### src/rtl/button_press_counter_top.sv
// Button-press counter: three gated 4-bit counters shown on a 7-seg digit and LED bar.
// Optional: define BPC_DEBOUNCE_BUTTONS_EN to debounce the buttons as well as the activator.

module button_press_counter_top #(
   parameter int DEBOUNCE_CYCLES = 4,
   parameter int SYNC_STAGES     = 2
) (
   input  logic       clk,
   input  logic       rst,
   input  logic       activator,
   input  logic [2:0] buttons,
   input  logic [2:0] equalizer,
   output logic [7:0] display,
   output logic [9:0] indicator
);

   localparam int DBW = $clog2(DEBOUNCE_CYCLES + 1);
`ifdef BPC_DEBOUNCE_BUTTONS_EN
   localparam int NDB = 4;
`else
   localparam int NDB = 1;
`endif

   logic [SYNC_STAGES-1:0]      r_act_sync;
   logic [SYNC_STAGES-1:0][2:0] r_btn_sync;
   logic [SYNC_STAGES-1:0][2:0] r_eq_sync;
   logic                        w_act_sync;
   logic [2:0]                  w_btn_sync;
   logic [2:0]                  w_eq_sync;

   always_ff @(posedge clk or posedge rst) begin
      if (rst) begin
         r_act_sync <= '0;
         r_btn_sync <= '0;
         r_eq_sync  <= '0;
      end else begin
         r_act_sync <= {r_act_sync[SYNC_STAGES-2:0], activator};
         r_btn_sync <= {r_btn_sync[SYNC_STAGES-2:0], buttons};
         r_eq_sync  <= {r_eq_sync[SYNC_STAGES-2:0], equalizer};
      end
   end

   assign w_act_sync = r_act_sync[SYNC_STAGES-1];
   assign w_btn_sync = r_btn_sync[SYNC_STAGES-1];
   assign w_eq_sync  = r_eq_sync[SYNC_STAGES-1];

   // Debouncer bank: lane 0 is the activator, lanes 3:1 the buttons when enabled.
   logic [NDB-1:0] w_db_in;
   logic [NDB-1:0] r_db_q;
   logic [DBW-1:0] r_db_cnt [NDB];
   logic           w_act_db;
   logic [2:0]     w_btn_clean;

`ifdef BPC_DEBOUNCE_BUTTONS_EN
   assign w_db_in     = {w_btn_sync, w_act_sync};
   assign w_btn_clean = r_db_q[3:1];
`else
   assign w_db_in     = w_act_sync;
   assign w_btn_clean = w_btn_sync;
`endif
   assign w_act_db = r_db_q[0];

   always_ff @(posedge clk or posedge rst) begin
      if (rst) begin
         r_db_q <= '0;
         for (int j = 0; j < NDB; j++) r_db_cnt[j] <= '0;
      end else begin
         for (int j = 0; j < NDB; j++) begin
            if (w_db_in[j] == r_db_q[j]) begin
               r_db_cnt[j] <= '0;
            end else if (r_db_cnt[j] == DBW'(DEBOUNCE_CYCLES - 1)) begin
               r_db_q[j]   <= w_db_in[j];
               r_db_cnt[j] <= '0;
            end else begin
               r_db_cnt[j] <= r_db_cnt[j] + 1'b1;
            end
         end
      end
   end

   logic [2:0] r_btn_prev;
   logic [2:0] w_press;

   always_ff @(posedge clk or posedge rst) begin
      if (rst) r_btn_prev <= '0;
      else     r_btn_prev <= w_btn_clean;
   end

   assign w_press = w_btn_clean & ~r_btn_prev;

   logic [3:0] r_cnt [3];
   logic [1:0] r_last;
   logic [3:0] w_max;

   always_comb begin
      w_max = r_cnt[0];
      if (r_cnt[1] > w_max) w_max = r_cnt[1];
      if (r_cnt[2] > w_max) w_max = r_cnt[2];
   end

   // All lanes read pre-edge counts, so simultaneous presses stay independent.
   always_ff @(posedge clk or posedge rst) begin
      if (rst) begin
         for (int i = 0; i < 3; i++) r_cnt[i] <= '0;
         r_last <= '0;
      end else if (w_act_db) begin
         for (int i = 0; i < 3; i++) begin
            if (w_press[i]) begin
               r_cnt[i] <= w_eq_sync[i] ? w_max : r_cnt[i] + 4'd1;
               r_last   <= 2'(i);
            end
         end
      end
   end

   logic [3:0] w_sel;
   logic [6:0] w_seg;
   logic       w_all_eq;
   logic [5:0] w_total;

   always_comb begin
      case (r_last)
         2'd1:    w_sel = r_cnt[1];
         2'd2:    w_sel = r_cnt[2];
         default: w_sel = r_cnt[0];
      endcase
   end

   always_comb begin
      case (w_sel)
         4'h0:    w_seg = 7'b1000000;
         4'h1:    w_seg = 7'b1111001;
         4'h2:    w_seg = 7'b0100100;
         4'h3:    w_seg = 7'b0110000;
         4'h4:    w_seg = 7'b0011001;
         4'h5:    w_seg = 7'b0010010;
         4'h6:    w_seg = 7'b0000010;
         4'h7:    w_seg = 7'b1111000;
         4'h8:    w_seg = 7'b0000000;
         4'h9:    w_seg = 7'b0010000;
         4'hA:    w_seg = 7'b0001000;
         4'hB:    w_seg = 7'b0000011;
         4'hC:    w_seg = 7'b1000110;
         4'hD:    w_seg = 7'b0100001;
         4'hE:    w_seg = 7'b0000110;
         default: w_seg = 7'b0001110;
      endcase
   end

   assign w_all_eq = (r_cnt[0] == r_cnt[1]) && (r_cnt[1] == r_cnt[2]);
   assign w_total  = {2'b00, r_cnt[0]} + {2'b00, r_cnt[1]} + {2'b00, r_cnt[2]};
   assign display  = {w_all_eq, w_seg};

   always_comb begin
      indicator = '0;
      for (int k = 0; k < 10; k++) indicator[k] = (w_total > 6'(k));
   end

endmodule

### config.mk
export PLATFORM = sky130hd
export DESIGN_NAME = button_press_counter_top
export DESIGN_NICKNAME = d
export VERILOG_FILES = /design/src/rtl/button_press_counter_top.sv
export SDC_FILE = /design/constraint.sdc
export NUM_CORES = 1
export LEC_CHECK = 0
export CORE_MARGIN = 2
export CORE_UTILIZATION = 25
export CTS_CLUSTER_SIZE = 8
export DETAILED_ROUTE_END_ITERATION = 8
export GPL_TIMING_DRIVEN = 0
export PLACE_DENSITY = 0.47
export SLEW_MARGIN = 30
export SYNTH_ARGS = -nofsm -noshare
export SYNTH_HDL_FRONTEND = slang
export SYNTH_SLANG_ARGS = --single-unit
### constraint.sdc
create_clock -name clk -period 3.6 [get_ports clk]
set_clock_uncertainty 0.15 [all_clocks]
set_input_delay 1.08 -clock clk [delete_from_list [all_inputs] [get_ports clk]]
set_output_delay 1.08 -clock clk [all_outputs]
set_load 0.005 [all_outputs]
==> results of run 1 <==
## routing by layer
layer	vias up	GRT usage (%)
li1	1118	-
met1	1105	15.99
met2	54	19.89
met3	6	2.506
met4	0	3.861
met5	-	0
## final timing paths
kind | startpoint | slack (ps) | cells past startpoint | endpoint
setup / recovery | r_cnt[1] | -280 | 11 | indicator[9]
hold / removal | r_eq_sync[1] | 200 | 0 | w_eq_sync[1]
max in group asynchronous | rst | 1690 | 2 | r_cnt[9]
min in group asynchronous | rst | 1090 | 2 | r_btn_sync[2]
hold reg to reg | r_eq_sync[1] | 200 | 0 | w_eq_sync[1]
setup reg to reg | r_cnt[5] | 150 | 14 | r_cnt[11]
## state kept, by name (all words and copies together) (netlist names)
name / count
r_btn_prev: 3
r_btn_sync: 3
r_last: 2
w_btn_clean: 3
r_act_sync: 2
r_cnt: 12
r_eq_sync: 3
r_db_cnt: 3
r_db_q: 1
w_eq_sync: 3
## cells in the final DEF, fill, tap and decap left out, drive strengths merged, types with 2 or more instances in the layout
cell type / count
a21oi: 16
a22oi: 3
a311oi: 3
a31oi: 5
and3b: 2
buf: 62
clkbuf: 10
clkdlybuf4s50: 9
clkinv: 2
dfrtp: 35
dlygate4sd2: 2
fa: 5
ha: 27
inv: 18
mux2: 3
mux2i: 8
nand2: 22
nand2b: 2
nand3: 9
nand3b: 4
nand4: 3
nor2: 24
nor2b: 5
nor3: 8
nor3b: 3
o21a: 2
o21ai: 15
o22ai: 2
o311ai: 2
o31ai: 8
o32ai: 3
or4: 2
xnor2: 3
## critical path, cell delays in order, from the launching register on
cell and delay (ps):
dfrtp_2 390, inv_2 60, fa_1 520, inv_1 40, ha_2 180, fa_2 450
buf_6 140, nor2_4 110, a21oi_2 50, o32ai_2 240, nand2b_1 70, buf_2 120
## through the flow
stage	instances	setup slack (ps)	util (%)	hold WS, ps
3_3_place_gp	426	-783.5	30.22	181.7
3_5_place_dp	426	-836.9	30.22	184.7
2_1_floorplan	267	0.9848	-	181.2
6_report	474	-281.7	36.53	200.7
5_1_grt	474	-396.8	36.53	216.1
4_1_cts	462	-373.0	34.83	204.3
## area by class of cell
| cell class | instances | area share, % |
|---|---|---|
| multi-input combinational | 202 | 48.46 |
| sequential | 35 | 24.88 |
| timing repair buffer | 67 | 14.72 |
| tap | 133 | 4.660 |
| buffer | 11 | 2.172 |
| inverter | 18 | 1.962 |
| clock buffer | 5 | 1.927 |
| clock inverter | 3 | 1.226 |
## cell families after synthesis
| family | Yosys count | synth area share [%] |
|---|---|---|
| xor+xnor | 3 | 1.044 |
| flops | 35 | 34.81 |
| compound gates | 68 | 18.80 |
| fa+ha+maj | 32 | 17.40 |
| buf+inv | 30 | 5.818 |
| mux | 11 | 4.674 |
| simple gates | 88 | 17.45 |
## what timing repair did
action,4_1_cts,5_1_grt
gates resized for setup,97,26
pin swaps,17,17
setup buffers,28,14
setup endpoints to repair,30,27
==> qor.txt, run 1 <==
status - complete, but fails checks
failing checks - setup timing
number of hold buffers added after cts - 0
DP Wirelength - 4236 um
die outline width - 104.3 um
first-pass iteration count of the detailed router - 4
Area growth syn-to-layout - 41.92%
chip height - 104.3 um
Post-synth top flop - dfrtp_1
crit end category - primary output
max layer used - met4
core area - 0.009774 mm2
met1 wire length - 3066 um
Clk Latency, worst-skew pair - 290 ps
synthesized cell area - 0.002516 mm2
Mapped Cells - 267
dominant cell type by area after synthesis - dfrtp_1
DR vias/cell - 4.816
Async SR Flop Fraction - 100.0%
count leader, synth - dfrtp_1
area of the multi-input gates - 0.001730 mm2
fraction of layout cells with a size suffix above 1 - 36.95%
Post-DRT Antenna Nets - 0
highest net fanout along the worst path - 3
WL final - 6732 um
Reg clk slew, reported paths - 70 ps
# rows - 36
WL met2 - 3237 um
max-slew violation count - 0
sequential area share after synthesis - 34.81%
area share of the largest cell type after synthesis - 34.81%
final hold violations - 0
synthesized flop and latch total - 35
met3 routed WL - 350 um
relative slew slack - 50.30%
fin crit share - 107.8%
Max H-tree Level - 2
Crit Path Category - register to primary output
Post-Syn Area per Cell - 9.424 um2
Placement Cell Area - 0.002954 mm2
drt initial violations - 97
HP Class - register to register
routed len/inst - 14.20 um
fin area - 0.003571 mm2
Required @ worst endpoint - 2370 ps
setup TNS - -2304 ps
post-layout minimum cycle time - 3882 ps
IO Count - 27
initial antenna violation count - 0
CTS Root Cell - clkbuf_8
largest net degree at the start of global routing - 36
Sink Count - 35
antenna diode count - 0
Startpoint Class - register
vias in the first global route - 2105
overall routing resource usage - 12.14%
CTS tree - yes
Cell variety after synth - 54
CP Data Arrival Time - 2650 ps
fmax - 257.6 MHz
port bufs - 26
Initial Utilization - 25.74%
Routability Congestion - 0.7687
final net count - 381
number of buffers created by CTS - 5
top cells by area, synth - dfrtp_1 (35%), ha_1 (13%), fa_1 (4.0%)
CTS max path bufs - 2
Yosys warning total - 0
Final setup viols - 11
Worst-Margin Slew - 744.5 ps
Vias - 2283
first-pass GRT wire length - 10630 um
commonest cells in the netlist - dfrtp_1 (35), ha_1 (27), nor2_1 (23), nand2_1 (22), inv_1 (18)
grt ovf - 0
syn nets - 308
final setup margin - -281.7 ps
FF/Latch Area - 888.4 um2
Post-synth EDFFs - 0
max cap viols - 0
RSZ-0062 raised after global routing - true
Remaining DRCs - 0
fillers - 1021
die area - 0.01088 mm2
Power of run 1 is left out: the tool's default activity adds up to more than one toggle a clock period on the data nets, which glitch-free logic cannot reach.
==> inputs of run 2 (changes only) <==
Settings changed: ABC_CLOCK_PERIOD_IN_PS set to 3600.
==> results of run 2 <==
Final layout, timing and power as in run 1 (identical DEF).
Power of run 2 is left out for the same reason.
